File: config.mk
export PLATFORM = sky130hd
export DESIGN_NAME = game_sequencer
export DESIGN_NICKNAME = d
export VERILOG_FILES = /design/src/rtl/game_pkg.sv /design/src/rtl/game_sequencer_bcd.sv /design/src/rtl/game_sequencer.sv
export SDC_FILE = /design/constraint.sdc
export NUM_CORES = 1
export LEC_CHECK = 0
export ABC_CLOCK_PERIOD_IN_PS = 2840
export CAP_MARGIN = 25
export CORE_ASPECT_RATIO = 0.9
export CORE_UTILIZATION = 50
export CTS_BUF_LIST = sky130_fd_sc_hd__clkbuf_8
export DETAILED_ROUTE_END_ITERATION = 8
export HOLD_SLACK_MARGIN = 0.05
export PLACE_DENSITY = 0.7
export SLEW_MARGIN = 20
export SYNTH_ARGS = -nofsm -noshare
export SYNTH_HDL_FRONTEND = slang
export SYNTH_HIERARCHICAL = 1
export SYNTH_SLANG_ARGS = --single-unit
File: constraint.sdc
create_clock -name clk -period 2.84 [get_ports clk]
set_clock_uncertainty 0.15 [all_clocks]
set_input_delay 0.568 -clock clk [delete_from_list [all_inputs] [get_ports clk]]
set_output_delay 0.568 -clock clk [all_outputs]
set_load 0.005 [all_outputs]
File: src/rtl/game_pkg.sv
// Shared types and helpers for the maze round sequencer.
package game_pkg;

  typedef enum logic [2:0] {
    IDLE    = 3'd0,
    PLAY    = 3'd1,
    RESPAWN = 3'd2,
    OVER    = 3'd3,
    WIN     = 3'd4
  } game_state_t;

  typedef logic [11:0] bcd3_t;

  localparam bcd3_t BCD_MAX = 12'h999;

  // Elaboration-time binary to 3-digit BCD, clamped at 999.
  function automatic bcd3_t to_bcd3(input int unsigned v);
    int unsigned c;
    c = (v > 999) ? 999 : v;
    return {4'(c / 100), 4'((c / 10) % 10), 4'(c % 10)};
  endfunction

endpackage

File: src/rtl/game_sequencer_bcd.sv
// Three-digit BCD up-counter with synchronous clear, saturating at 999.
module bcd_counter3
  import game_pkg::*;
(
  input  logic  clk,
  input  logic  reset,
  input  logic  clear,
  input  logic  inc,
  output bcd3_t q
);

  always_ff @(posedge clk) begin
    if (reset || clear) begin
      q <= '0;
    end else if (inc && (q != BCD_MAX)) begin
      if (q[3:0] != 4'd9) begin
        q[3:0] <= q[3:0] + 4'd1;
      end else begin
        q[3:0] <= '0;
        // Hundreds cannot be 9 here because q != 999 with the low digits at 99.
        if (q[7:4] != 4'd9) begin
          q[7:4] <= q[7:4] + 4'd1;
        end else begin
          q[7:4]  <= '0;
          q[11:8] <= q[11:8] + 4'd1;
        end
      end
    end
  end

endmodule

File: src/rtl/game_sequencer.sv
// Round sequencer: idle, play, lava respawn, game over and win, with lives and BCD timer.
module game_sequencer
  import game_pkg::*;
#(
  parameter int unsigned CLK_HZ       = 50_000_000,
  parameter int unsigned LIVES        = 3,
  parameter int unsigned RESPAWN_CYC  = 25_000_000,
  parameter int unsigned TIME_LIMIT_S = 999
) (
  input  logic        clk,
  input  logic        reset,
  input  logic        start_button,
  input  logic        lavablks,
  input  logic        goalblk,
  output logic        gamestart,
  output logic        freeze,
  output logic        gameover,
  output logic        complete,
  output logic [1:0]  lives,
  output logic [11:0] secs_bcd,
  output logic [2:0]  state
);

  localparam int unsigned PRE_W = $clog2(CLK_HZ + 1);
  localparam int unsigned RSP_W = $clog2(RESPAWN_CYC + 1);
  localparam bcd3_t LIMIT_M1 = to_bcd3(TIME_LIMIT_S - 1);

  game_state_t      r_state;
  game_state_t      w_nxt;
  logic [1:0]       r_lives;
  logic [1:0]       w_lives_nxt;
  logic [PRE_W-1:0] r_pre;
  logic [RSP_W-1:0] r_resp;
  logic             w_running;
  logic             w_tick;
  logic             w_hit;
  logic             w_restart;
  logic             w_resp_clr;
  bcd3_t            w_secs;

  assign w_running = (r_state == PLAY) || (r_state == RESPAWN);
  assign w_tick    = w_running && (r_pre == PRE_W'(CLK_HZ - 1));
  // Limit fires on the increment that lands on TIME_LIMIT_S, so compare against limit-1.
  assign w_hit     = w_tick && (w_secs == LIMIT_M1);

  always_comb begin
    w_nxt       = r_state;
    w_lives_nxt = r_lives;
    w_restart   = 1'b0;
    w_resp_clr  = 1'b0;
    case (r_state)
      IDLE, OVER, WIN: begin
        if (start_button) begin
          w_nxt       = PLAY;
          w_lives_nxt = 2'(LIVES);
          w_restart   = 1'b1;
        end
      end
      PLAY: begin
        if (goalblk) begin
          w_nxt = WIN;
        end else if (lavablks) begin
          if (r_lives > 2'd1) begin
            w_nxt       = RESPAWN;
            w_lives_nxt = r_lives - 2'd1;
            w_resp_clr  = 1'b1;
          end else begin
            w_nxt       = OVER;
            w_lives_nxt = '0;
          end
        end else if (w_hit) begin
          w_nxt = OVER;
        end
      end
      RESPAWN: begin
        if (w_hit) begin
          w_nxt = OVER;
        end else if (r_resp == RSP_W'(RESPAWN_CYC - 1)) begin
          w_nxt = PLAY;
        end
      end
      default: w_nxt = IDLE;
    endcase
  end

  always_ff @(posedge clk) begin
    if (reset) begin
      r_state   <= IDLE;
      r_lives   <= '0;
      r_pre     <= '0;
      r_resp    <= '0;
      gamestart <= 1'b1;
      freeze    <= 1'b1;
      gameover  <= 1'b0;
      complete  <= 1'b0;
    end else begin
      r_state   <= w_nxt;
      r_lives   <= w_lives_nxt;
      gamestart <= (w_nxt == IDLE) || (w_nxt == RESPAWN);
      freeze    <= (w_nxt != PLAY);
      gameover  <= (w_nxt == OVER);
      complete  <= (w_nxt == WIN);
      if (w_restart || w_tick) begin
        r_pre <= '0;
      end else if (w_running) begin
        r_pre <= r_pre + 1'b1;
      end
      if (w_resp_clr) begin
        r_resp <= '0;
      end else if (r_state == RESPAWN) begin
        r_resp <= r_resp + 1'b1;
      end
    end
  end

  bcd_counter3 u_timer (
    .clk   (clk),
    .reset (reset),
    .clear (w_restart),
    .inc   (w_tick),
    .q     (w_secs)
  );

  assign secs_bcd = w_secs;
  assign lives    = r_lives;
  assign state    = r_state;

endmodule

==> results of run 1 <==
[layer usage]
layer  vias to the layer above  track usage (%)  routed length [um]
li1                       1434                -                   -
met1                      1314            24.51                3364
met2                        39            32.06                2944
met3                         5            5.150                 240
met4                         0            7.258                  57
met5                         -                0                   0
[kinds of logic after synthesis]
| family | Yosys count | share of synthesized area [%] |
|---|---|---|
| AOI/OAI and AO/OA | 41 | 7.164 |
| xor gates and xnor gates | 49 | 12.50 |
| adders and majority gates | 4 | 1.433 |
| buffers and inverters | 21 | 3.080 |
| DFF | 72 | 41.26 |
| muxes | 3 | 0.8596 |
| and+or+nand+nor | 214 | 33.70 |
[layout by cell type, fill, tap and decap left out, types with 2 or more instances in the layout]
| master | count |
|---|---|
| inv_1 | 8 |
| xor2_1 | 28 |
| nor4bb_1 | 2 |
| nor2_1 | 75 |
| nand4_2 | 4 |
| nor4b_1 | 3 |
| clkinv_2 | 2 |
| dfxtp_1 | 72 |
| mux2i_1 | 3 |
| nand3_1 | 15 |
| nor3b_1 | 3 |
| xnor2_1 | 20 |
| and3_1 | 15 |
| or2_2 | 2 |
| a21oi_1 | 18 |
| clkbuf_8 | 10 |
| clkdlybuf4s50_1 | 25 |
| nor4b_2 | 3 |
| o21ai_0 | 11 |
| nand2_1 | 42 |
| buf_4 | 5 |
| or3_1 | 7 |
| nor4_4 | 2 |
| a211oi_1 | 2 |
| and2_1 | 2 |
| nor3_1 | 10 |
| ha_1 | 4 |
| nand4_1 | 8 |
| and4_1 | 2 |
| nor2b_1 | 7 |
[registers in the layout, summed over array words and instances (netlist names)]
name       cells
gameover       1
freeze         1
lives          2
r_resp        25
complete       1
state          3
r_pre         26
u_timer/q     12
gamestart      1
[critical path, cell delays in order, from the launching register on]
cell	delay, ns
dfxtp_1	0.58
xor2_2	0.24
nand2_2	0.13
nor4b_2	0.33
and2_1	0.40
nand4b_4	0.17
or3_1	0.37
a21oi_1	0.15
[worst paths after layout]
| kind | startpoint | endpoint | slack, ns |
|---|---|---|---|
| setup / recovery | state[0]$_SDFF_PP0_ | u_timer/q[11]$_SDFFE_PP0P_ | 0.26 |
| hold / removal | r_resp[24]$_SDFFE_PP0N_ | r_resp[24]$_SDFFE_PP0N_ | 0.34 |
| setup reg to reg | state[0]$_SDFF_PP0_ | u_timer/q[11]$_SDFFE_PP0P_ | 0.26 |
| hold reg to reg | r_resp[24]$_SDFFE_PP0N_ | r_resp[24]$_SDFFE_PP0N_ | 0.34 |
[report_power, final]
part | switching (mW) | leakage, nW | total, mW | internal [mW]
Clock | 0.375 | 0.103 | 0.799 | 0.425
Sequential | 0.00979 | 0.581 | 1.03 | 1.02
Combinational | 0.0467 | 0.776 | 0.0835 | 0.0367
[per-stage QoR]
stage	total power, mW	instances	area (sq um)	setup slack, ns
6_report	1.910	526	4010	0.2637
3_3_place_gp	1.133	510	3812	0.3424
3_5_place_dp	1.134	510	3812	0.2662
5_1_grt	1.986	526	4010	0.03481
4_1_cts	1.933	526	4010	0.2429
2_1_floorplan	1.102	404	3493	0.4872
[layout make-up]
class | count | area (sq um) | area share (%)
Clock buffer | 10 | 137.6 | 3.432
Multi-Input combinational cell | 311 | 1944 | 48.49
Clock inverter | 6 | 60.06 | 1.498
Inverter | 7 | 26.28 | 0.6552
Sequential cell | 72 | 1441 | 35.94
Timing Repair Buffer | 30 | 287.8 | 7.176
Tap cell | 90 | 112.6 | 2.808
==> results.md, run 1 <==
* Synth area leaders: dfxtp_1, nor2_1, xor2_1, xnor2_1, nand2_1
* Filler Cell Count at 603
* Setup TNS at 0 ns
* Vias in the first global route at approximately 2600
* Arrival time of the worst setup path at ~2.7 ns
* Synth warnings at 6
* Final period util at between 90% and 100%
* Hold Path Depth at 2
* CP Capture Type: flip-flop
* Post-route ant nets at 0
* # Max-Cap Violations at 0
* Antenna violations before repair at 0
* Drt pass-1 iters at 4
* Clock-pin slew on the worst setup and hold paths at ~0.07 ns
* Worst relative slew slack at approximately 43%
* Die width at 90.11 um
* FP Rows at 28
* Reg2reg path depth at 7
* FMAX at between 0.3 and 0.4 GHz
* GRT Total Usage at between 10% and 20%
* Slew Limit Fails at 0
* Ports at 26
* Root Buffer: clkbuf_8
* Top-count cell post-synth: nor2_1
* Final hold violations at 0
* Mapped Nets at 413
* Worst hold margin at around 0.34 ns
* DRC at 0
* Leak Pwr at 1.460 nW
* Num CTS Buffers at 9
* CTS tree: yes
* Post-layout util at 60.24%
* Starting Density at ~52%
* Yosys top cell area share at slightly above 40%
* DRT Wirelength at between 6 and 7 mm
* Pin count of the biggest net entering global routing at 26
* Top cells by count, synth: nor2_1, dfxtp_1, nand2_1, xor2_1, xnor2_1
* Layout area overhead at 14.79%
* Die extent in y at 81.30 um
* CTS sink count at 72
* Minimum clock period at approximately 2.6 ns
* Mapped Cells at ~400
* HPWL after DPL at around 4.5 mm
* Synth async-reset ratio at 0%
* Final nets at 440
* Power per standard cell area at about 480 nW/um^2
* Post-synthesis sequential element count at 72
* First-pass GRT wire length at about 11 mm
* Worst skew pair latency at ~0.34 ns
* Port Buf Inserts at 25
* Crit Path Max Fanout at 10
* Top FF cell, synth: dfxtp_1
* Core Region at 6656 sq um
* Seq/Total Area, Yosys at 41.26%
* Number of synthesized flops with an enable pin at 0
* Status: complete, no violations
* Worst min-delay path class: reg2reg
* Gpl congestion at 0.7860
* N_diodes at 0
* Crit Path Class: reg2reg
* Final Setup Violations at 0
* Vias at ~2800
* Peak VDD IR at roughly 290 uV
* Die area at 7325 sq um
* RSZ-0062 raised after global routing: false
* Mapped Area at about 3500 sq um
* Initial DRC count at 95
* Total grt overflow at 0
* Startpoint types: flip-flop
* Hold_buf cts at 0
* Slew @ Worst Pin at around 0.85 ns
* Share of cells above drive strength 1 at under 10%
* Routed len/inst at ~13 um
* # Post-CTS Setup Buffers at 0
* Cell taking the most area after synthesis: dfxtp_1
* Synth cell types at 54
* H-tree depth at 3
* Cells resized by post-CTS repair at 0
* Vias per cell at ~5.3
* Mapped Avg Cell Area at slightly below 9 sq um
* WP data required at between 2 and 3 ns
* CTS max path bufs at 2
Note: power is estimated with default switching activity, not from simulation.
==> run 2: changes to the inputs <==
- ABC_CLOCK_PERIOD_IN_PS: 2840 -> 2800
- clock period: 2.84 -> 2.8 ns (I/O delays scaled with it)
==> results.md, run 2 (synthesized netlist as in run 1, its figures left out) <==
* WP data required at 2.93 ns (-0.03 ns)
* CTS tree: yes
* Critical Path, Cell by Cell: xor2_2 > nand2_2 > nor4b_2 > and2_1 > nand4b_4 > or3_1 > a21oi_1
* Setup TNS at 0 ns (unchanged)
* CP Capture Type: flip-flop
* Commonest non-fill, non-tap cell in the layout: nor2_1
* Most flops, register: r_pre
* Die area at 7325 sq um (unchanged)
* Num CTS Buffers at 9 (unchanged)
* Minimum clock period at 2.539 ns (-0.03735 ns)
* Port Buf Inserts at 25 (unchanged)
* Final period util at 90.68% (about the same)
* FF/Latch Area at 1441 sq um (unchanged)
* N_diodes at 0 (unchanged)
* Final Setup Violations at 0 (unchanged)
* Crit Path Class: reg2reg
* FMAX at 0.3939 GHz (+1.5%)
* Placed cell area at 3812 sq um (unchanged)
* Slew @ Worst Pin at 0.5410 ns (-0.3098 ns)
* Worst skew pair latency at 0.34 ns (about the same)
* Post-route ant nets at 0 (unchanged)
* Vias per cell at 5.329 (+0.39%)
* Peak VDD IR at 348.8 uV (+21%)
* Starting Density at 52.48% (unchanged)
* Layout area overhead at 15.37%
* Slew Limit Fails at 0 (unchanged)
* Vias at 2803 (+0.39%)
* Die extent in y at 81.30 um (unchanged)
* H-tree depth at 3 (unchanged)
* Startpoint types: flip-flop
* Max reg flops at 26 (unchanged)
* RSZ-0062 raised after global routing: false
* # Post-CTS Setup Buffers at 0 (unchanged)
* CTS sink count at 72 (unchanged)
* HPWL after DPL at 4.818 mm (+6.0%)
* Status: complete, no violations
* Antenna violations before repair at 0 (unchanged)
* Worst relative slew slack at 63.66% (+20 points)
* Worst-path cell with the longest stage delay: dfxtp_1
* Largest regs: r_pre x26, r_resp x25, u_timer/q x12
* Drt pass-1 iters at 4 (unchanged)
* Clock-pin slew on the worst setup and hold paths at 0.08 ns (about the same)
* Final hold violations at 0 (unchanged)
* Cells resized by post-CTS repair at 0 (unchanged)
* Total power at 2.028 mW (+6.2%)
* Final nets at 440 (unchanged)
* Initial DRC count at 188 (+98%)
* DRC at 0 (unchanged)
* Pin count of the biggest net entering global routing at 26 (unchanged)
* Commonest non-fill, non-tap cells in the layout: nor2_1, dfxtp_1, nand2_1
* Power per standard cell area at 503.1 nW/um^2 (+5.6%)
* DRT Wirelength at 6.783 mm (+2.7%)
* # Max-Cap Violations at 0 (unchanged)
* FP Rows at 28 (unchanged)
* CP max stage delay at 0.55 ns (-0.03 ns)
* Hold_buf cts at 0 (unchanged)
* Gpl congestion at 0.8070 (+2.7%)
* CTS max path bufs at 2 (unchanged)
* Filler Cell Count at 621 (+3.0%)
* Leak Pwr at 1.462 nW (+0.13%)
* Vias in the first global route at 2589 (+0.94%)
* First-pass GRT wire length at 11.75 mm (+2.7%)
* Crit Path Max Fanout at 10 (unchanged)
* Root Buffer: clkbuf_8
* Die width at 90.11 um (unchanged)
* Arrival time of the worst setup path at 2.67 ns (-0.03 ns)
* Share of cells above drive strength 1 at 9.862% (+0.23 points)
* Multi-input gate area at 1944 sq um (unchanged)
* Finished Cell Area at 4030 sq um (+0.50%)
* Total grt overflow at 0 (unchanged)
* Ports at 26 (unchanged)
* Worst min-delay path class: reg2reg
* Core Region at 6656 sq um (unchanged)
* GRT Total Usage at 19.96% (+0.57 points)
* Routed len/inst at 12.90 um (+2.7%)
## run 2: cell count changes in the layout (fill, tap and decap cells not counted), sizes merged
cell	delta
bufinv	+1
clkinvlp	+1
clkbuf	-1
clkinv	-1
## run 2: final cells by class
cell class / count / area share [%]
Multi-Input combinational cell: 311 / 48.25
Clock inverter: 7 / 2.328
Clock buffer: 9 / 3.074
Tap cell: 90 / 2.794
Timing Repair Buffer: 30 / 7.141
Inverter: 7 / 0.6520
Sequential cell: 72 / 35.77
## run 2: routing by layer
| layer | vias up | track usage, % | wire (um) |
|---|---|---|---|
| li1 | 1435 | - | - |
| met1 | 1315 | 25.77 | 3376 |
| met2 | 45 | 31.91 | 3009 |
| met3 | 8 | 6.835 | 332 |
| met4 | 0 | 5.645 | 65 |
| met5 | - | 0 | 0 |
## run 2: critical path, delay by kind of cell, from the launching register on
kind             cells  cell delay (ns)
AND/OR/NAND/NOR      5             1.40
flip-flops           1             0.55
XOR/XNOR             1             0.24
AO/OA/AOI/OAI        1             0.13
## run 2: where the power goes
group	internal [mW]	switching, mW	leakage, nW	total, mW
Combinational	0.0376	0.0483	0.775	0.0859
Sequential	1.03	0.00983	0.581	1.04
Clock	0.501	0.399	0.106	0.900
Total	1.57	0.457	1.46	2.03
## run 2: metrics by stage
step,utilization (%),hold slack [ns],worst slack (ns),cells
after floorplan,-,0.3042,0.4472,404
after global placement,57.27,0.3174,0.3481,510
after detailed placement,57.27,0.3364,0.2573,510
after CTS,60.55,0.3489,0.2427,526
after global routing,60.55,0.3769,0.1004,526
final,60.55,0.3495,0.2611,526
## run 2: path summary, 6_finish.rpt
path / start / endpoint / slack (ns) / cells past startpoint
setup / recovery: state[0]$_SDFF_PP0_ / u_timer/q[11]$_SDFFE_PP0P_ / 0.26 / 7
hold / removal: r_resp[1]$_SDFFE_PP0N_ / r_resp[1]$_SDFFE_PP0N_ / 0.35 / 2
hold reg to reg: r_resp[1]$_SDFFE_PP0N_ / r_resp[1]$_SDFFE_PP0N_ / 0.35 / 2
setup reg to reg: state[0]$_SDFF_PP0_ / u_timer/q[11]$_SDFFE_PP0P_ / 0.26 / 7
